<file path="config.mk">
export PLATFORM = sky130hd
export DESIGN_NAME = block_slot_scheduler
export DESIGN_NICKNAME = d
export VERILOG_FILES = /design/src/rtl/block_slot_scheduler.sv
export SDC_FILE = /design/constraint.sdc
export NUM_CORES = 1
export LEC_CHECK = 0
export BUFFER_PORTS_ARGS = -buffer_cell sky130_fd_sc_hd__buf_2
export CORE_MARGIN = 3
export CORE_UTILIZATION = 40
export DETAILED_ROUTE_END_ITERATION = 8
export PLACE_DENSITY = 0.66
export SLEW_MARGIN = 10
export SYNTH_ARGS = -nofsm -noshare
export SYNTH_HDL_FRONTEND = slang
export SYNTH_SLANG_ARGS = --single-unit
</file>
<file path="constraint.sdc">
create_clock -name clk -period 20.3 [get_ports clk]
set_input_delay 4.06 -clock clk [delete_from_list [all_inputs] [get_ports clk]]
set_output_delay 4.06 -clock clk [all_outputs]
set_load 0.03 [all_outputs]
</file>
<file path="src/rtl/block_slot_scheduler.sv">
// Four-slot falling-block scheduler: queues per-lane spawn requests on beat
// advances, drops blocks toward the floor and retires them on hit or miss.
module block_slot_scheduler #(
  parameter int SPAWN_H = 120,
  parameter int FLOOR_H = 720,
  parameter int HIT_MIN = 600
) (
  input  logic        clk,
  input  logic        rst,
  input  logic        restart,
  input  logic        stop_or_endgame,
  input  logic [6:0]  beat_cnt,
  input  logic [3:0]  spawn_req,
  input  logic [3:0]  hit_lane,
  output logic [3:0]  slot_valid,
  output logic [7:0]  slot_lane,
  output logic [39:0] slot_h,
  output logic        hit_ok,
  output logic        miss,
  output logic        drop
);

  typedef enum logic [1:0] {
    IDLE,
    RUN,
    HOLD
  } state_t;

  localparam logic [9:0] SPAWN_V = 10'(SPAWN_H);
  localparam logic [9:0] FLOOR_V = 10'(FLOOR_H);
  localparam logic [9:0] HIT_V   = 10'(HIT_MIN);

  state_t      state_q, state_n;
  logic [6:0]  beat_q;
  logic [3:0]  pending_q, pending_n;
  logic [3:0]  valid_q, valid_n;
  logic [1:0]  lane_q [4];
  logic [1:0]  lane_n [4];
  logic [9:0]  h_q [4];
  logic [9:0]  h_n [4];
  logic        hit_ok_n, miss_n, drop_n;

  logic        beat_adv;
  logic        active;
  logic        load_req;
  logic [3:0]  miss_mask;
  logic [3:0]  hit_mask;
  logic [3:0]  free_mask;

  logic        best_found;
  logic [1:0]  best_idx;
  logic [9:0]  best_h;

  logic        alloc_en;
  logic        lane_found;
  logic        slot_found;
  logic [1:0]  alloc_lane;
  logic [1:0]  alloc_slot;

  assign beat_adv = beat_cnt > beat_q;
  assign active   = (state_q == RUN) && !stop_or_endgame;
  // The beat that wakes the scheduler from IDLE also captures its spawn request.
  assign load_req = beat_adv && (active || (state_q == IDLE));

  always_comb begin
    state_n = state_q;
    unique case (state_q)
      IDLE:    if (beat_adv) state_n = RUN;
      RUN:     if (stop_or_endgame) state_n = HOLD;
      HOLD:    if (!stop_or_endgame) state_n = RUN;
      default: state_n = IDLE;
    endcase
  end

  always_comb begin
    miss_mask = '0;
    for (int unsigned s = 0; s < 4; s++) begin
      miss_mask[s] = valid_q[s] && (h_q[s] == FLOOR_V);
    end
  end

  // Per lane, pick the lowest valid slot holding the greatest height.
  always_comb begin
    hit_mask   = '0;
    best_found = 1'b0;
    best_idx   = '0;
    best_h     = '0;
    for (int unsigned l = 0; l < 4; l++) begin
      best_found = 1'b0;
      best_idx   = '0;
      best_h     = '0;
      for (int unsigned s = 0; s < 4; s++) begin
        if (valid_q[s] && (lane_q[s] == 2'(l)) && (!best_found || (h_q[s] > best_h))) begin
          best_found = 1'b1;
          best_idx   = 2'(s);
          best_h     = h_q[s];
        end
      end
      if (hit_lane[l] && best_found && (best_h >= HIT_V)) begin
        hit_mask[best_idx] = 1'b1;
      end
    end
  end

  assign free_mask = hit_mask | miss_mask;

  // Only slots already empty at the start of the cycle are candidates.
  always_comb begin
    lane_found = 1'b0;
    slot_found = 1'b0;
    alloc_lane = '0;
    alloc_slot = '0;
    for (int unsigned l = 0; l < 4; l++) begin
      if (!lane_found && pending_q[l]) begin
        lane_found = 1'b1;
        alloc_lane = 2'(l);
      end
    end
    for (int unsigned s = 0; s < 4; s++) begin
      if (!slot_found && !valid_q[s]) begin
        slot_found = 1'b1;
        alloc_slot = 2'(s);
      end
    end
    alloc_en = active && !beat_adv && lane_found && slot_found;
  end

  always_comb begin
    valid_n   = valid_q;
    lane_n    = lane_q;
    h_n       = h_q;
    pending_n = pending_q;
    hit_ok_n  = 1'b0;
    miss_n    = 1'b0;
    drop_n    = 1'b0;
    if (active) begin
      for (int unsigned s = 0; s < 4; s++) begin
        if (free_mask[s]) begin
          valid_n[s] = 1'b0;
          lane_n[s]  = '0;
          h_n[s]     = FLOOR_V;
        end else if (valid_q[s] && (h_q[s] < FLOOR_V)) begin
          h_n[s] = h_q[s] + 10'd1;
        end
      end
      if (alloc_en) begin
        valid_n[alloc_slot]   = 1'b1;
        lane_n[alloc_slot]    = alloc_lane;
        h_n[alloc_slot]       = SPAWN_V;
        pending_n[alloc_lane] = 1'b0;
      end
      hit_ok_n = |hit_mask;
      miss_n   = |(miss_mask & ~hit_mask);
      drop_n   = beat_adv && (|pending_q);
    end
    if (load_req) begin
      pending_n = spawn_req;
    end
  end

  always_ff @(posedge clk) begin
    if (rst || restart) begin
      state_q   <= IDLE;
      beat_q    <= '0;
      pending_q <= '0;
      valid_q   <= '0;
      hit_ok    <= 1'b0;
      miss      <= 1'b0;
      drop      <= 1'b0;
      for (int unsigned s = 0; s < 4; s++) begin
        lane_q[s] <= '0;
        h_q[s]    <= FLOOR_V;
      end
    end else begin
      state_q   <= state_n;
      beat_q    <= beat_cnt;
      pending_q <= pending_n;
      valid_q   <= valid_n;
      hit_ok    <= hit_ok_n;
      miss      <= miss_n;
      drop      <= drop_n;
      for (int unsigned s = 0; s < 4; s++) begin
        lane_q[s] <= lane_n[s];
        h_q[s]    <= h_n[s];
      end
    end
  end

  always_comb begin
    slot_valid = valid_q;
    slot_lane  = '0;
    slot_h     = '0;
    for (int unsigned s = 0; s < 4; s++) begin
      slot_lane[2*s +: 2] = lane_q[s];
      slot_h[10*s +: 10]  = h_q[s];
    end
  end

endmodule
</file>
==> results by group, run 1 <==
Logic synthesis
  – Synth Area per Inst: 7.256 sq um
  – Post-synth top cells: ha_1, nand2_1, a21oi_1
  – Area contributors post-synth: ha_1, dfxtp_1, a21oi_1, nand2_1, nor2_1
  – Synth Flop Type: dfxtp_1
  – Post-synth EDFFs: 0
  – Synth area leader: ha_1
  – Post-synthesis sequential area ratio: 15.95%
  – Async S/R FF share, synth: 0%
  – Cells after Synth: 1,176
  – Area share of the largest cell type after synthesis: 19.79%
  – Synth Register Bits: 68
  – Synthesized area: 8533 sq um
  – Top-count cell post-synth: ha_1
  – YS warnings: 0
  – Syn Nets: 1,330
  – Yosys cell types: 80

Critical path
  – Slowest-stage cell, CP: o21bai_1
  – Kind of critical path: register to register
  – Worst Setup End Kind: register
  – CP startpoint kind: register
  – Critical Path Source: slot_valid[0]
  – Worst endpoint required time: 20.48 ns
  – FF-to-FF Start: slot_valid[0]
  – Critical path arrival: 9.70 ns
  – Max FO, Critical Path: 19
  – CP peak stage delay: 0.95 ns

Outcome
  – Outcome: finished clean

GRT
  – Initial antenna violation count: 0
  – First-pass GRT wire length: 48,430 um
  – Total grt overflow: 0
  – Vias in the first global route: 8,876
  – Largest net degree at the start of global routing: 46
  – Gr usage total: 25.47%

Place
  – Dpl hpwl: 23,110 um
  – Port bufs: 73
  – Placer Congestion: 1.026

STA
  – Relative slew margins: 20.88%
  – Post-route clock period utilization: 46.92%
  – Max Freq: 105.0 MHz
  – Least-Margin Pin Slew: 1.184 ns
  – RSZ-0062 raised after global routing: false
  – Worst Skew: 0.009605 ns
  – Fin. Hold Viols: 0
  – Final number of max-transition violations: 0
  – Fin Setup TNS: 0 ns
  – Final setup fails: 0
  – Tmin final: 9.524 ns

Cells and area
  – Diodes inserted: 0
  – Filler cells: 2,101
  – Layout area overhead: 11.30%
  – Share of cells above drive strength 1: 13.16%
  – Nets: 1,381
  – Final Core Density: 46.05%

Clock tree
  – CTS-repair resized insts: 0
  – Setup repair bufs after CTS: 0
  – CTS Hold Bufs: 0
  – Clock tree root driver cell: clkbuf_16
  – Clk buf depth: 2
  – CTS sink count: 68
  – Clock Latency Late Sink: 0.33 ns
  – TritonCTS clock tree: built
  – CTS Buf Count: 9
  – H-tree levels: 3
  – CTS clk-pin slew, worst paths: 0.05 ns

Detailed routing
  – DRC Markers: 0
  – Antenna viol nets, final: 0
  – Final WL: 30,880 um
  – DR WL/cell: 20.57 um
  – Starting DRT DRC Count: 904
  – Drt pass-1 iters: 6
  – Via count: 9,447
  – DR vias/cell: 6.294

Floorplanning
  – I/O pins: 74
  – Core Box Area: 20,620 sq um
  – # rows: 52
  – Initial Utilization: 41.37%
  – Die Wd: 152.1 um
  – Die ar.: 23,120 sq um
  – Die height: 152.1 um

Hold path
  – Hold/Removal Path Class: register to register
  – Hold_sp: slot_h[30]

Job
  – Total of max-cap violations: 0

Pwr
  – Worst vdd ir: 42.48 uV
  – Static Leakage: 3.883 nW
  – Cell Pwr Density: 33.17 nW/um^2
-- state kept, by name (all words and copies together), names as in the netlist --
signal,cells
slot_h,40
slot_lane,8
beat_q,7
pending_q,4
slot_valid,4
state_q,2
drop,1
hit_ok,1
miss,1
-- power by group --
group	internal (mW)	switching [mW]
clock	0.105	0.0566
sequential	0.135	0.000784
combinational	0.00636	0.0119
total	0.246	0.0694
-- path summary, 6_finish.rpt --
kind | end | cells after the start | slack (ns)
setup reg to reg | slot_h[24] | 29 | 10.78
hold reg to reg | slot_h[30] | 2 | 0.53
setup / recovery | slot_h[24] | 29 | 10.78
hold / removal | slot_h[30] | 2 | 0.53
-- layout by cell type (no fill, tap or decap), types with 6 or more instances in the layout --
| master | synthesis | routed |
|---|---|---|
| nor4_1 | 20 | 20 |
| nor3_1 | 36 | 36 |
| mux2_2 | 19 | 19 |
| a221oi_1 | 10 | 10 |
| nor2b_1 | 9 | 9 |
| nand3b_1 | 8 | 8 |
| a31oi_1 | 19 | 19 |
| dfxtp_1 | 68 | 68 |
| buf_2 | 4 | 73 |
| nand4_1 | 39 | 39 |
| a22oi_1 | 21 | 21 |
| o211ai_1 | 11 | 11 |
| nand3_1 | 40 | 40 |
| a211oi_1 | 13 | 13 |
| clkbuf_16 | 0 | 9 |
| inv_1 | 60 | 60 |
| buf_4 | 0 | 29 |
| or2_2 | 7 | 7 |
| a21oi_1 | 101 | 101 |
| o21a_1 | 13 | 13 |
| nand2b_1 | 7 | 7 |
| ha_1 | 135 | 135 |
| and4_1 | 6 | 6 |
| or3_1 | 8 | 8 |
| nand2_1 | 130 | 130 |
| nor2_1 | 98 | 97 |
| o21ai_0 | 71 | 71 |
| and2_1 | 21 | 21 |
| a21o_1 | 17 | 17 |
| a41oi_1 | 7 | 7 |
| and3_1 | 18 | 18 |
-- layout make-up --
type	count	area, sq um	area share [%]
Multi-Input combinational cell	986	6686	70.40
Sequential cell	68	1361	14.33
Timing Repair Buffer	102	583.1	6.139
Tap cell	270	337.8	3.557
Clock buffer	14	274.0	2.885
Inverter	60	225.2	2.371
Clock inverter	1	30.03	0.3162
-- logic make-up after synthesis --
kind of cell               share of synthesized area (%)
AOI/OAI and AO/OA                                  26.83
xor gates and xnor gates                          0.1027
adders and majority gates                          19.79
buffers and inverters                              5.718
DFF                                                15.95
muxes                                              3.094
and+or+nand+nor                                    28.50
-- routing by layer --
metal	GRT usage [%]	routed length, um
met5	0	0
met1	34.77	13240
met4	8.091	864
met2	40.62	13770
met3	4.892	3004
-- worst max-delay path: cells and delay by family, from the launching register on --
family / cells / cell delay, ns
AND/OR/NAND/NOR: 12 / 3.73
AO/OA/AOI/OAI: 12 / 3.45
adder cells (fa/ha/maj): 3 / 0.83
flip-flops: 1 / 0.63
multiplexers: 1 / 0.42
buffers and inverters: 1 / 0.30
-- per-stage QoR --
step | hold WS, ns | total power, mW | instances | setup WS [ns] | cell area [sq um]
after detailed placement | 0.5259 | 0.1566 | 1486 | 11.04 | 9194
after global placement | 0.5170 | 0.1563 | 1486 | 11.24 | 9194
after floorplan | 0.5054 | 0.1501 | 1176 | 12.58 | 8533
after global routing | 0.5738 | 0.3253 | 1501 | 10.03 | 9498
after CTS | 0.5329 | 0.3186 | 1501 | 11.03 | 9498
final | 0.5295 | 0.3150 | 1501 | 10.78 | 9498
No activity file was read; power rests on OpenSTA's default activity.
==> run 2: changes to the inputs <==
- ABC_AREA: unset -> 1
- clock period: 20.3 -> 8.9 ns (I/O delays scaled with it)
==> run 2 against run 1 <==
Against the previous run: fmax rose by 34%; wire length fell by 3.2%; first-iteration DRC count fell by 27%; cell area rose by 0.87%; largest cell class unchanged; highest routed layer unchanged.
==> results by group, run 2 <==
Cells and area
  – Nets: 1,603
  – Diodes inserted: 0
  – Commonest cells after routing, fill and taps aside: nand2_1, inv_1, ha_1
  – Layout area overhead: 9.527%
  – Largest register FFs: 40
  – Commonest non-fill, non-tap cell in the layout: nand2_1
  – Share of cells above drive strength 1: 11.00%
  – Final Core Density: 45.15%
  – Filler cells: 2,339

Detailed routing
  – Starting DRT DRC Count: 659
  – Final WL: 29,880 um
  – Via count: 9,728
  – DR vias/cell: 5.626
  – DR WL/cell: 17.28 um
  – DRC Markers: 0
  – Drt pass-1 iters: 5
  – Antenna viol nets, final: 0

Floorplanning
  – Die Wd: 153.9 um
  – Initial Utilization: 41.22%
  – Die height: 153.9 um
  – # rows: 53
  – I/O pins: 74
  – Die ar.: 23,680 sq um
  – Core Box Area: 21,220 sq um

GRT
  – First-pass GRT wire length: 47,490 um
  – Total grt overflow: 0
  – M1 GR Usage: 33.44%
  – Vias in the first global route: 9,030
  – Largest net degree at the start of global routing: 44
  – GR Util met2: 41.70%
  – Initial antenna violation count: 0
  – Gr usage total: 24.73%
  – Global route hottest layer: met2
  – Met3 Resource Use GR: 3.152%

Clock tree
  – Setup repair bufs after CTS: 0
  – CTS clk-pin slew, worst paths: 0.06 ns
  – CTS sink count: 68
  – TritonCTS clock tree: built
  – CTS Buf Count: 9
  – H-tree levels: 3
  – CTS Hold Bufs: 0
  – Clock Latency Late Sink: 0.35 ns
  – Clock tree root driver cell: clkbuf_16
  – Clk buf depth: 2
  – CTS-repair resized insts: 0

Hold path
  – Hold/Removal Path Class: register to register

Logic synthesis
  – Post-synth EDFFs: 0
  – YS warnings: 0
  – Cells after Synth: 1,398
  – Post-synthesis sequential area ratio: 15.56%
  – Synth Register Bits: 68
  – Synth Area per Inst: 6.257 sq um
  – Synthesized area: 8747 sq um
  – Yosys cell types: 48
  – Top-count cell post-synth: nand2_1
  – Area share of the largest cell type after synthesis: 19.31%
  – Area contributors post-synth: ha_1, nand2_1, dfxtp_1, inv_1, nor2_1
  – Synth area leader: ha_1
  – Async S/R FF share, synth: 0%
  – Synth Flop Type: dfxtp_1
  – Post-synth top cells: nand2_1, inv_1, ha_1
  – Syn Nets: 1,552

Place
  – Pre-CTS WS: 1.993 ns
  – Placer Congestion: 0.9336
  – Dpl hpwl: 22,930 um
  – Port bufs: 73

Outcome
  – Outcome: finished clean

STA
  – Final number of max-transition violations: 0
  – Post-route clock period utilization: 79.86%
  – Least-Margin Pin Slew: 0.9680 ns
  – Worst Skew: 0.01325 ns
  – Fin. Hold Viols: 0
  – Max Freq: 140.7 MHz
  – Hold WS: 0.4962 ns
  – Tmin final: 7.108 ns
  – PnR worst setup slack: 1.792 ns
  – Final setup fails: 0
  – RSZ-0062 raised after global routing: false
  – Fin Setup TNS: 0 ns
  – Relative slew margins: 34.78%

Critical path
  – Reg2reg path depth: 45
  – Worst Setup End Kind: register
  – Critical R2R Capture: slot_valid[1]
  – FF-to-FF Start: slot_valid[0]
  – Critical Path Source: slot_valid[0]
  – Crit path to: slot_valid[1]
  – CP startpoint kind: register
  – Slowest-stage cell, CP: nor3_2
  – Kind of critical path: register to register
  – Max FO, Critical Path: 17
  – Most used cell, CP: nand2_1
  – CP peak stage delay: 0.61 ns
  – Worst endpoint required time: 9.17 ns
  – R2R setup slack: 1.79 ns
  – Critical path arrival: 7.38 ns

Pwr
  – Static Leakage: 4.615 nW
  – Worst vdd ir: 94.32 uV
  – Cell Pwr Density: 77.80 nW/um^2

Job
  – Total of max-cap violations: 0
run 2: cell count changes after synthesis, moves of 21 or more:
cell      change
clkbuf_1     -28
nor2_1       +26
nand2_1     +237
nand3_1      +52
a22oi_1      -21
inv_1        +93
run 2: through the flow:
step / instances / power [mW] / cell area [sq um]
floorplan: 1398 / 0.3806 / 8747
global placement: 1713 / 0.4073 / 9300
detailed placement: 1713 / 0.4087 / 9300
CTS: 1729 / 0.7474 / 9580
global route: 1729 / 0.7746 / 9580
finish: 1729 / 0.7453 / 9580
run 2: worst min-delay path by stage:
stage	start	end	slack, ns	depth (start not counted)
floorplan	pending_q[0]	pending_q[0]	0.46	2
global placement	pending_q[3]	pending_q[3]	0.48	2
detailed placement	pending_q[3]	pending_q[3]	0.48	2
CTS	pending_q[3]	pending_q[3]	0.49	2
global route	pending_q[3]	pending_q[3]	0.55	2
finish	pending_q[3]	pending_q[3]	0.50	2
run 2: cells by family (layout without fill, tap and decap cells):
logic type / Yosys count / in the layout / synth area share (%)
simple gates: 729 / 729 / 38.09
compound gates: 243 / 243 / 15.85
xor+xnor: 18 / 18 / 1.802
fa+ha+maj: 135 / 135 / 19.31
flops: 68 / 68 / 15.56
buf+inv: 205 / 261 / 9.384
run 2: layout make-up:
type                            instances  area [sq um]  area share (%)
Inverter                              169         634.4           6.621
Clock inverter                          4         23.77          0.2481
Tap cell                              275         344.1           3.591
Sequential cell                        68          1361           14.21
Multi-Input combinational cell       1125          6573           68.60
Timing Repair Buffer                   76         387.9           4.049
Clock buffer                           12         256.5           2.677
run 2: metal layers:
layer,part of all wire [%],vias up
li1,-,4800
met1,43,4450
met2,46,423
met3,8.6,55
met4,2.5,0
met5,0,-
run 2: worst max-delay path: cells and delay by family, from the launching register on:
kind / cells / cell delay (ns)
fa+ha+maj: 3 / 0.96
flops: 1 / 0.42
simple gates: 28 / 3.92
buf+inv: 7 / 0.78
compound gates: 7 / 0.92
run 2: where the power goes:
group	leakage [nW]	switching (mW)	total [mW]	internal, mW
Clock	0.142	0.140	0.342	0.203
Sequential	0.551	0.0125	0.323	0.310
Combinational	3.92	0.0530	0.0803	0.0273
Total	4.62	0.205	0.745	0.540
